## src/rtl/mem_bus_arbiter.sv

```systemverilog
// mem_bus_arbiter: serialises I-fetch and D load/store requests onto one memory port
module mem_bus_arbiter #(
  parameter int ADDR_W     = 64,
  parameter int DATA_W     = 64,
  parameter int MEM_LAT    = 1,
  parameter int D_PRIORITY = 0
) (
  input  logic              clk,
  input  logic              reset,
  input  logic              i_req,
  input  logic [ADDR_W-1:0] i_addr,
  output logic              i_ack,
  output logic [DATA_W-1:0] i_rdata,
  input  logic              d_req,
  input  logic              d_we,
  input  logic [ADDR_W-1:0] d_addr,
  input  logic [DATA_W-1:0] d_wdata,
  output logic              d_ack,
  output logic [DATA_W-1:0] d_rdata,
  output logic              mem_en,
  output logic              mem_rw,
  output logic [ADDR_W-1:0] mem_addr,
  output logic [DATA_W-1:0] mem_wdata,
  input  logic [DATA_W-1:0] mem_rdata,
  output logic              busy,
  output logic              owner,
  output logic [15:0]       tie_cnt
);
  localparam logic [1:0] IDLE   = 2'd0;
  localparam logic [1:0] ACCESS = 2'd1;
  localparam logic [1:0] RESP   = 2'd2;
  logic [1:0]        state_q, state_d;
  logic [3:0]        lat_q, lat_d;
  logic              owner_q, owner_d;
  logic [15:0]       tie_q, tie_d;
  logic              mem_en_q, mem_en_d;
  logic              mem_rw_q, mem_rw_d;
  logic [ADDR_W-1:0] mem_addr_q, mem_addr_d;
  logic [DATA_W-1:0] mem_wdata_q, mem_wdata_d;
  logic              i_ack_q, i_ack_d;
  logic              d_ack_q, d_ack_d;
  logic [DATA_W-1:0] i_rdata_q, i_rdata_d;
  logic [DATA_W-1:0] d_rdata_q, d_rdata_d;
  logic              d_wins;
  // D wins alone, or on a tie when fixed-priority or I held the port last
  assign d_wins = d_req & (~i_req | (D_PRIORITY != 0) | ~owner_q);
  // next-state: grant in IDLE, count out the memory latency, one ack cycle in RESP
  always_comb begin
    state_d     = state_q;
    lat_d       = lat_q;
    owner_d     = owner_q;
    tie_d       = tie_q;
    mem_en_d    = mem_en_q;
    mem_rw_d    = mem_rw_q;
    mem_addr_d  = mem_addr_q;
    mem_wdata_d = mem_wdata_q;
    i_ack_d     = 1'b0;
    d_ack_d     = 1'b0;
    i_rdata_d   = i_rdata_q;
    d_rdata_d   = d_rdata_q;
    case (state_q)
      IDLE: if (i_req | d_req) begin
        state_d     = ACCESS;
        owner_d     = d_wins;
        mem_en_d    = 1'b1;
        mem_rw_d    = d_wins & d_we;
        mem_addr_d  = d_wins ? d_addr : i_addr;
        mem_wdata_d = d_wins ? d_wdata : '0;
        lat_d       = 4'(MEM_LAT - 1);
        tie_d       = (i_req & d_req & (tie_q != 16'hFFFF)) ? tie_q + 16'd1 : tie_q;
      end
      ACCESS: if (lat_q == 4'd0) begin
        state_d   = RESP;
        mem_en_d  = 1'b0;
        mem_rw_d  = 1'b0;
        i_ack_d   = ~owner_q;
        d_ack_d   = owner_q;
        i_rdata_d = owner_q ? i_rdata_q : mem_rdata;
        d_rdata_d = owner_q ? (mem_rw_q ? '0 : mem_rdata) : d_rdata_q;
      end else begin
        lat_d = lat_q - 4'd1;
      end
      default: state_d = IDLE;
    endcase
  end
  // state registers; reset aborts any in-flight access without an ack
  always_ff @(posedge clk) begin
    if (!reset) begin
      state_q     <= IDLE;
      lat_q       <= '0;
      owner_q     <= 1'b0;
      tie_q       <= '0;
      mem_en_q    <= 1'b0;
      mem_rw_q    <= 1'b0;
      mem_addr_q  <= '0;
      mem_wdata_q <= '0;
      i_ack_q     <= 1'b0;
      d_ack_q     <= 1'b0;
      i_rdata_q   <= '0;
      d_rdata_q   <= '0;
    end else begin
      state_q     <= state_d;
      lat_q       <= lat_d;
      owner_q     <= owner_d;
      tie_q       <= tie_d;
      mem_en_q    <= mem_en_d;
      mem_rw_q    <= mem_rw_d;
      mem_addr_q  <= mem_addr_d;
      mem_wdata_q <= mem_wdata_d;
      i_ack_q     <= i_ack_d;
      d_ack_q     <= d_ack_d;
      i_rdata_q   <= i_rdata_d;
      d_rdata_q   <= d_rdata_d;
    end
  end
  assign busy      = state_q != IDLE;
  assign owner     = owner_q;
  assign tie_cnt   = tie_q;
  assign mem_en    = mem_en_q;
  assign mem_rw    = mem_rw_q;
  assign mem_addr  = mem_addr_q;
  assign mem_wdata = mem_wdata_q;
  assign i_ack     = i_ack_q;
  assign d_ack     = d_ack_q;
  assign i_rdata   = i_rdata_q;
  assign d_rdata   = d_rdata_q;
endmodule

```

## config.mk

```make
export PLATFORM = sky130hd
export DESIGN_NAME = mem_bus_arbiter
export DESIGN_NICKNAME = d
export VERILOG_FILES = /design/src/rtl/mem_bus_arbiter.sv
export SDC_FILE = /design/constraint.sdc
export NUM_CORES = 1
export LEC_CHECK = 0
export ABC_AREA = 0
export BUFFER_PORTS_ARGS = -buffer_cell sky130_fd_sc_hd__buf_2
export CORE_AREA = 2 2 208 210
export DETAILED_ROUTE_END_ITERATION = 8
export DIE_AREA = 0 0 210 212
export SKIP_CTS_REPAIR_TIMING = 1
export SYNTH_ARGS = -nofsm -noshare
export SYNTH_HDL_FRONTEND = slang
export SYNTH_SLANG_ARGS = --single-unit
```

## constraint.sdc

```tcl
create_clock -name clk -period 4.6 [get_ports clk]
set_input_delay 0.23 -clock clk [delete_from_list [all_inputs] [get_ports clk]]
set_output_delay 0.23 -clock clk [all_outputs]
set_load 0.1 [all_outputs]
```

# After elaboration in Yosys (flattened, before gate mapping)
# Index checks and enable logic that the tools add are counted.
[word_totals] register_bits=283 latch_bits=0 ramBits=0 mem_bits_ro=0 input_bits=261 output_inout_bits=278 elab_cells=53 memories=0
[op_classes] addsub=2 n_mul=0 div=0 magnitude_cmp=0 n_eq_ne=5 shifts=0 n_mux=14 bitwise_logic=8 n_reduce_logical=12
[op_table] op="$mux W64" count=3
[op_table] op="$reduce_and A3 Y1" count=6
[op_table] op="$add A16 B1 Y16 const B" count=1
[op_table] op="$ne A16 B16 Y1 const B" count=1
[op_table] op="$mux W4" count=2
[op_table] op="$pmux W4 S2" count=1
[op_table] op="$ne A2 B2 Y1 const B" count=3
[op_table] op="$and A1 B1 Y1" count=4
[op_table] op="$logic_not A4 Y1" count=1
[op_table] op="$mux W2" count=2
[op_table] op="$pmux W1 S2" count=2
[op_table] op="$pmux W2 S2" count=1
[op_table] op="$reduce_and A2 Y1" count=2
[op_table] op="$reduce_bool A2 Y1" count=2
[op_table] op="$sub A4 B1 Y4 const B" count=1
[op_table] op="$mux W1" count=3
[op_table] op="$eq A2 B1 Y1 const B" count=1
[op_table] op="$logic_not A2 Y1" count=1
[op_table] op="$not A1 Y1" count=2
[op_table] op="$or A1 B1 Y1" count=2

# Longest topological paths before layout
[depth] ltp_word=6 ltp_mapped=8 ltp_nobuf=6

# Least setup slack after synthesis
# Ideal clock, no wire load.
[synth_timing] kind="reg-to-reg" from="register tie_q[1] (netlist: tie_cnt[1])" to="register tie_q[10] (netlist: tie_cnt[10])" setup_time_ns=0.070 t_arrival_ns=2.427 required_time_ns=4.530 slack_ns=2.103 stages_incl_launch_ff=7 n_path_buf=1 synth_period_minus_slack_ns=2.497 path_cell_list="dfxtp_1 > ha_1 > nand3_1 > or2_1 > buf_6 > or4_1 > a21oi_1"
[synth_via] elab_chain_cells=3 elab_cells_between_ends=4 cone_classes="add/sub (1); eq/ne (1); bitwise (1); reduce/logical (1)"
[synth_rtl] element="start, declared" line="35" source="logic [15:0] tie_q, tie_d;"
[synth_rtl] element="start signal, assigned" line="105" source="tie_q <= tie_d;"
[synth_rtl] element="branches (longest 3 deep; another with $add A16 B1 Y16)"
# Parallel ways; which one is timed is not known.
# A chain may end at the register's enable or synchronous reset.

# Worst setup path in the final report
[layout_timing] from="register lat_q[0]" to="register d_rdata_q[12] (netlist: d_rdata[12])"
[layout_via] elab_chain_cells=2
[layout_rtl] element="start, declared" line="33" source="logic [3:0] lat_q, lat_d;"
[layout_rtl] element="start signal, assigned" line="103" source="lat_q <= lat_d;"
[layout_rtl] element="$logic_not A4 Y1" line="72" source="ACCESS: if (lat_q == 4'd0) begin"
[layout_rtl] element="$reduce_and A3 Y1 (no source line)"
[layout_rtl] element="end signal, assigned" line="113" source="d_rdata_q <= d_rdata_d;"
[layout_rtl] element="end, declared" line="43" source="logic [DATA_W-1:0] d_rdata_q, d_rdata_d;"
# No other way between the ends.

==> results.yml <==
worst_setup_path:
  path_cells: "inv_1 -> ha_1 -> nor3b_1 -> and3_2 -> buf_4 -> nand3b_1 -> a21oi_1"
  startpoint_type: "flip-flop"
  rr_startpoint: "lat_q[0]"
  cp.arrival_ps: 3070
  worstPathMaxFanout: 47
  required_ps: 5060
  slowest_delay_ps: 890
  slowest_stage: "and3_2"
  path_class: "reg -> reg"
  worst-path-buf-inv: 2
  critPathLaunch: "lat_q[0]"
  crit_family: "simple AND/OR/NAND/NOR gates"
  endpoint_kind: "flip-flop"
cells_and_area:
  nNetsFinal: 2030
  fin_cells: 2334
  drive_gt1_share_pct: 34.4
  multiInputGateArea_mm2: 0.00458
  final_common_cell: "buf_2"
  layout.area.seq_mm2: 0.00567
  nFillCells: 4329
  areaGrowthSynthToFinish_pct: 50.8
  layout_common_cells: "buf_2 (538), dfxtp_1 (282), nand2_1 (208), a21oi_1 (140), dlygate4sd3_1 (128)"
  diodes: 0
route:
  drtIter0Drc: 704
  vias_per_cell: 4.62
  drtAntennaViolNets: 0
  wl_per_cell_um: 16.7
  remaining_drc_errors: 0
  vias: 10800
  finalWirelength_um: 39000
  first_pass_iters: 5
floorplanning:
  die_height_um: 212
  pin_count: 539
  die_area_mm2: 0.0445
  num_rows: 76
  initial_utilization_pct: 25.1
  die_x_um: 210
  core_mm2: 0.0425
sta:
  final_max_slew_viol_count: 0
  max_freq_mhz: 382
  period_share_pct: 56.9
  finalHoldViolCount: 1
  fin_hold_ws_ps: -10.6
  slew_headroom_pct: 17.9
  worstMarginPinSlew_ps: 1230
  fin_skew_ps: 28.2
  grt_setup_unrepaired: "false"
  tns_ps: 0
  min_period_ps: 2620
  setup_violations: 0
grt:
  grt_max_degree: 109
  grt_pass1_vias: 9878
  grt_pass1_wl_um: 55900
  grt.total_usage_pct: 16.0
  antenna_found_initial: 4
  overflow: 0
outcome:
  failed_checks: "negative hold slack"
  outcome: "finished with violations"
clock_network:
  clock-sinks: 283
  cts-htree-levels: 2
  clockRootBuffer: "clkbuf_16"
  path_clk_slew_ps: 60
  cts_buffers: 35
  cts_tree: "done"
  cts_buffer_depth: 3
  clk_latency_ps: 530
yosys:
  synth.area.top_cells: "dfxtp_1 (53%), nand2_1 (7.3%), a21oi_1 (6.6%), mux2i_1 (6.6%), a22o_1 (5.2%)"
  ys_ff_latch: 283
  synth_nets: 1412
  synth_edf_count: 0
  synthFlopType: "dfxtp_1"
  post-synth-top-area-cell: "dfxtp_1"
  synth.distinct_cells: 48
  synth_top_area_share_pct: 53.0
  synth-warning-count: 0
  synthArstFlopShare_pct: 0
  ys_seq_area_share_pct: 53.0
  synth_cells: 1148
  syn_avg_cell_area_um2: 9.31
  syn_area_mm2: 0.0107
power_and_ir_drop:
  p_per_area_mw_per_mm2: 567
  vdd_ir_drop_max_mv: 0.265
  p_total_mw: 9.14
  p_leak_nw: 7.30
place:
  numPortBuffers: 538
  dp_cells: 2147
  dp_hpwl_um: 27700
  gp_congestion: 0.806
job:
  max-cap-violations: 0
worst_hold_path:
  min_from: "mem_rdata[13]"
  hold_class: "in -> reg"
report_power, final:
group / switching [mW] / total (mW) / internal, mW
Clock: 1.07 / 2.61 / 1.54
Sequential: 0.165 / 2.92 / 2.76
Combinational: 2.94 / 3.61 / 0.665
Total: 4.18 / 9.14 / 4.96
registers in the layout (all words and copies together), names as in the netlist, 2 cells and up:
name	flops
mem_wdata	64
state_q	2
mem_addr	64
i_rdata	64
tie_cnt	16
lat_q	4
d_rdata	64
layer usage:
layer,track usage [%],up-vias,share of wire [%],wire length [um]
li1,-,5291,-,-
met1,17.9,4970,40,15700
met2,28.0,442,50,19300
met3,5.26,69,6.4,2480
met4,6.90,2,3.6,1420
met5,0,-,0.033,13
worst reg2reg max path: cells and delay by family, from the launching register on:
family / cells / cell delay [ps]
adders and majority gates: 1 / 150
buffers and inverters: 2 / 510
DFF: 1 / 320
and+or+nand+nor: 3 / 1390
AOI/OAI and AO/OA: 1 / 160
area by class of cell:
cell class | count | share of cell area, %
Sequential cell | 283 | 35.2
Tap cell | 546 | 4.24
Clock buffer | 49 | 6.27
Timing Repair Buffer | 676 | 25.2
Clock inverter | 10 | 0.505
Inverter | 6 | 0.171
Multi-Input combinational cell | 764 | 28.4
cell usage after synthesis, drive strengths merged (2+ instances only):
cell	instances
dfxtp	283
nand2	208
a21oi	140
nor2	77
mux2i	70
a211oi	68
a22o	64
nand3b	64
clkbuf	55
buf	40
nand3	10
nor3	8
inv	6
nand2b	6
o31ai	4
or3	4
or4	4
and3	3
ha	3
nor4	3
o21ai	3
a41oi	2
and4	2
nand4	2
o21a	2
metrics by stage:
step / instance area (um2) / util [%] / worst slack, ps
2_1_floorplan: 10700 / - / 2100
5_1_grt: 16100 / 37.9 / 1750
4_1_cts: 14800 / 34.9 / 1950
3_5_place_dp: 13700 / 32.3 / 1970
6_report: 16100 / 37.9 / 1980
3_3_place_gp: 13700 / 32.3 / 2040
kinds of logic (layout without fill, tap and decap cells):
group,count (synthesis),after routing,share of synthesized area (%)
simple gates,401,401,17.9
flops,283,283,53.0
mux,71,71,6.66
compound gates,289,289,17.7
buf+inv,101,741,4.38
fa+ha+maj,3,3,0.351
final timing paths:
check | cells past startpoint | endpoint | slack, ps
min | 3 | d_rdata[13] | -10
max | 7 | d_rdata[12] | 1980
min reg2reg | 2 | d_rdata[28] | 450
max reg2reg | 7 | d_rdata[12] | 1980
Note: power is estimated with default switching activity, not from simulation.
